<file path="config.mk">
export PLATFORM = sky130hd
export DESIGN_NAME = sat_counter
export DESIGN_NICKNAME = d
export VERILOG_FILES = /design/src/rtl/seq_chk_pkg.sv /design/src/rtl/seq_chain_checker_sat_counter.sv
export SDC_FILE = /design/constraint.sdc
export NUM_CORES = 1
export LEC_CHECK = 0
export CORE_UTILIZATION = 41
export CTS_CLUSTER_DIAMETER = 30
export DETAILED_ROUTE_END_ITERATION = 8
export PLACE_DENSITY_LB_ADDON = 0.2
export REMOVE_ABC_BUFFERS = 1
export SYNTH_ARGS = -nofsm -noshare
export SYNTH_HDL_FRONTEND = slang
export SYNTH_SLANG_ARGS = --single-unit
</file>
<file path="constraint.sdc">
create_clock -name clk -period 2.09 [get_ports clk]
set_clock_uncertainty 0.2 [all_clocks]
set_input_delay 0.627 -clock clk [delete_from_list [all_inputs] [get_ports clk]]
set_output_delay 0.627 -clock clk [all_outputs]
set_load 0.01 [all_outputs]
</file>
<file path="src/rtl/seq_chk_pkg.sv">
// Shared helpers for the sequence-chain checker: parameter sanity,
// stage-index width and a width-generic saturating add.
package seq_chk_pkg;

    function automatic bit params_ok(input int num_stages, input int dly, input int cw);
        return (num_stages >= 1) && (dly >= 1) && (cw >= 1) && (cw <= 64);
    endfunction

    // A single-stage chain still needs one bit to carry a stage index.
    function automatic int stage_idx_w(input int num_stages);
        return (num_stages <= 1) ? 1 : $clog2(num_stages);
    endfunction

    function automatic logic [63:0] sat_add(input logic [63:0] a,
                                             input logic [63:0] b,
                                             input int unsigned w);
        logic [64:0] sum;
        logic [64:0] lim;
        sum = {1'b0, a} + {1'b0, b};
        lim = (65'd1 << w) - 65'd1;
        return (sum > lim) ? lim[63:0] : sum[63:0];
    endfunction

endpackage

</file>
<file path="src/rtl/seq_chain_checker_sat_counter.sv">
// Saturating up-counter with a multi-bit increment; holds at all-ones.
module sat_counter
    import seq_chk_pkg::*;
#(
    parameter int W  = 16,
    parameter int IW = 1
) (
    input  logic          clk,
    input  logic          rst,
    input  logic          clr_i,
    input  logic [IW-1:0] inc_i,
    output logic [W-1:0]  cnt_o
);

    logic [W-1:0] cnt_q;
    logic [W-1:0] cnt_d;

    always_comb begin
        cnt_d = W'(sat_add(64'(cnt_q), 64'(inc_i), W));
    end

    always_ff @(posedge clk) begin
        if (rst || clr_i) begin
            cnt_q <= '0;
        end else begin
            cnt_q <= cnt_d;
        end
    end

    assign cnt_o = cnt_q;

endmodule

</file>
# Word level (Yosys, flattened, before mapping)
# Cells that the tools add are included.
# Widths: inputs -> output; s select.
# classes
n_reduce_logical	1
n_addsub	1
magnitude_cmp	1
n_mux	1
# ops
cell	n
$add 16x1->17	1
$gt 17x16->1 const B	1
$mux 16	1
$logic_or 1x1->1	1
# word_totals
output_inout_bits	16
elab_cells	5
regBits	16
in_bits	4

# Depth between registers and ports, before layout
# logic_depth
depth_word	3
mapped_depth	6
ltp_nobuf	5

# Worst setup path after synthesis
# No wires, ideal clock.
# synth_path
path_type	input to register
start	in inc_i
end	reg cnt_q[0] (netlist: cnt_o[0])
setup_ns	0.067
path_buffers	1
path_slack_ns	-0.100
arrival_ns	1.923
t_required_ns	1.823
cell_stages	6
cell_sequence	ha_1 nand4_4 or4_4 or2_1 buf_6 a21oi_2
# synth_between
elab_chain_len	3
# synth_lines
item	line	source
start, declared	seq_chain_checker_sat_counter.sv:11	input logic [IW-1:0] inc_i,
$add 16x1->17 *	seq_chk_pkg.sv:19	sum = {1'b0, a} + {1'b0, b};
$gt 17x16->1	seq_chk_pkg.sv:21	return (sum > lim) ? lim[63:0] : sum[63:0];
$mux 16 *	seq_chk_pkg.sv:21	
end signal, assigned	seq_chain_checker_sat_counter.sv:26	cnt_q <= cnt_d;
end, declared	seq_chain_checker_sat_counter.sv:15	logic [W-1:0] cnt_q;
# Mark *: on every way between the ends. The rest lies on a longest branch, timed or not.
# A chain may end at the register's enable or synchronous reset.

# Worst setup path after layout
# layout_path
start	reg cnt_q[3] (netlist: cnt_o[3])
end	out cnt_o[3]
# layout_lines
item	line	source
end, declared	seq_chain_checker_sat_counter.sv:12	output logic [W-1:0] cnt_o
# No word-level cell between the ends.

==> flow_summary.toml <==
[route]
wl_per_cell_um = 13.0
vias_per_cell = 5.20
dr.pass1.iters = 4
route.detailed.drc = 0
ant_nets = 0
drt_iter0_drc = 10
vias = 713
wl_mm = 1.79

[final_layout]
fin_area_um2 = 1100
drive_gt1_share_pct = 29.5
n_antenna_cell = 0
final_util_pct = 63.6
nets = 120
syn2layout_area_growth_pct = 44.6
largest_reg_flops = 16

[floorplanning]
start_util_pct = 44.0
die_area_um2 = 2030
num_rows = 15
core_um2 = 1730
die_w_um = 45.0
fp.dieH_um = 45.0
pin_count = 20

[synthesis]
async_reset_ff_share_pct = 0
yosysWarnings = 0
syn_area_um2 = 759
yosys.cell_types.count = 31
synth_seq_area_share_pct = 42.2
avgSynthCellArea_um2 = 9.26
ys.flop_type = "dfxtp_1"
postSynthCellCount = 82
synth-edff-count = 0
ys_seq_elements = 16

[placed_design]
port-buffer-count = 19
place.gp.congestion = 0.771
dp_slack_ns = -0.728
place_area_um2 = 1030
place_hpwl_mm = 1.25

[setup_path]
worstSetupPathType = "reg2out"
rr_startpoint = "cnt_o[0]"
crit_family = "buffers and inverters"
r2r_slack_ns = 0.20
r2r_end = "cnt_o[11]"
crit_chain = "clkdlybuf4s50_1"
crit_path_top_delay_cell = "clkdlybuf4s50_1"
endpoint = "cnt_o[3]"
arrival_ns = 1.23
slowest_delay_ns = 0.55
path_buf_inv = 1
cp.required_ns = 1.26
crit_cells = 1
startpoint = "cnt_o[3]"
worstRegToRegCells = 6
cp-end-kind = "primary output"
startpoint_type = "flip-flop"
cp_max_fo = 4

[sta]
setup_violations = 0
hold_violations = 0
tns_ns = 0
period_share_pct = 98.4
min_period_ns = 2.06
maxSlewViolCount = 0
rsz0062_at_grt = "no"
tightest_slew_ns = 0.325
worst_slack_ns = 0.0341
fmax_ghz = 0.486
relSlewSlack_pct = 78.4

[run]
cap_violations = 0

[clock_network]
cts_buffers = 3
clkTransAtPathRegs_ns = 0.09
clk_latency_ns = 0.28
cts.sinks = 16
htreeDepth = 1
cts_tree = "done"
cts_root_buffer = "clkbuf_4"
holdBufCountCts = 0
clockBufferDepth = 2

[power_and_ir_drop]
total_power_uw = 494
seqPwrFrac_pct = 62.2
ir_drop_mv = 0.297
p_int_uw = 385
clockPowerShare_pct = 32.7
p_leak_nw = 0.399
powerDensity_nw_per_um2 = 449
p_sw_uw = 109
combPwrFrac_pct = 5.1
switching_share_pct = 22.1

[global_route]
grtUsageTotal_pct = 20.0
grt_max_degree = 17
grt_overflow_total = 0
grt_pass1_wl_mm = 2.95
grt_pass1_vias = 641
antenna_found_initial = 0

[hold_path]
hold_path.class = "reg2reg"

[status]
status = "complete, no violations"
[cells in the mapped netlist (2+ instances only)]
cell type | n | share of area [%]
a211oi_1 | 2 | 2.0
a21oi_1 | 9 | 5.9
a31oi_1 | 3 | 2.5
clkbuf_1 | 2 | 0.99
dfxtp_1 | 16 | 42
ha_1 | 2 | 3.3
inv_1 | 2 | 0.99
nand2_1 | 4 | 2.0
nand3_1 | 5 | 3.3
nor2_1 | 4 | 2.0
nor3_1 | 6 | 4.0
o21ai_0 | 2 | 1.3
xnor2_1 | 5 | 5.8
xor2_1 | 3 | 3.5
[layout make-up]
type	count	area (um^2)
multi-input combinational	62	437
fill	152	628
tap	25	31.3
timing repair buffer	29	265
sequential	16	335
clock buffer	3	22.5
inverter	2	7.51
[worst min-delay path by stage]
stage | slack, ns | from | cells after the start | endpoint
floorplan | 0.37 | cnt_o[11] | 2 | cnt_o[11]
CTS | 0.36 | cnt_o[11] | 2 | cnt_o[11]
global placement | 0.35 | cnt_o[12] | 2 | cnt_o[12]
finish | 0.36 | cnt_o[11] | 2 | cnt_o[11]
detailed placement | 0.37 | cnt_o[12] | 2 | cnt_o[12]
global route | 0.39 | cnt_o[11] | 2 | cnt_o[11]
[power by group through the flow]
stage	Combinational (mW)	Clock (mW)	Sequential (mW)
after CTS	0.0247	0.171	0.308
after detailed placement	0.0237	0	0.315
after global placement	0.0221	0	0.314
after floorplan	0.00960	0	0.315
after global routing	0.0277	0.178	0.307
final	0.0253	0.161	0.307
[layer usage]
| metal | global-route usage, % | part of all wire, % | vias up |
|---|---|---|---|
| li1 | - | - | 362 |
| met1 | 26.5 | 48 | 332 |
| met2 | 32.5 | 48 | 17 |
| met3 | 2.40 | 3.8 | 2 |
| met4 | 9.09 | 0.67 | 0 |
| met5 | 0 | 0 | - |
[cells in the final DEF (no fill, tap or decap), types with 4 or more instances in the layout]
cell             netlist  final
a21oi_1                9      9
buf_4                  0     10
clkdlybuf4s50_1        0     16
dfxtp_1               16      6
dfxtp_2                0      9
nand2_1                4      4
nand3_1                5      5
nor2_1                 4      4
nor3_1                 6      6
xnor2_1                5      5
[stage by stage]
step                      hold slack [ns]  std cells
after floorplan                     0.367         79
after global placement              0.354        132
after detailed placement            0.369        132
after CTS                           0.360        136
after global routing                0.391        137
final                               0.359        137
[kinds of logic (layout without fill, tap and decap cells)]
family	Yosys count	in the layout	share of synthesized area, %
mux	1	1	1.32
buf+inv	5	34	3.46
compound gates	20	20	16.8
flops	16	16	42.2
simple gates	30	31	23.7
xor+xnor	8	8	9.23
fa+ha+maj	2	2	3.29
[timing repair]
| item | 4_1_cts | 5_1_grt |
|---|---|---|
| buffers inserted | 1 | 0 |
| pin swaps | 0 | 1 |
| endpoints found under the setup margin | 23 | 17 |
| cloned | 0 | 1 |
| resized for setup | 12 | 9 |
(Power assumes the default switching activity.)
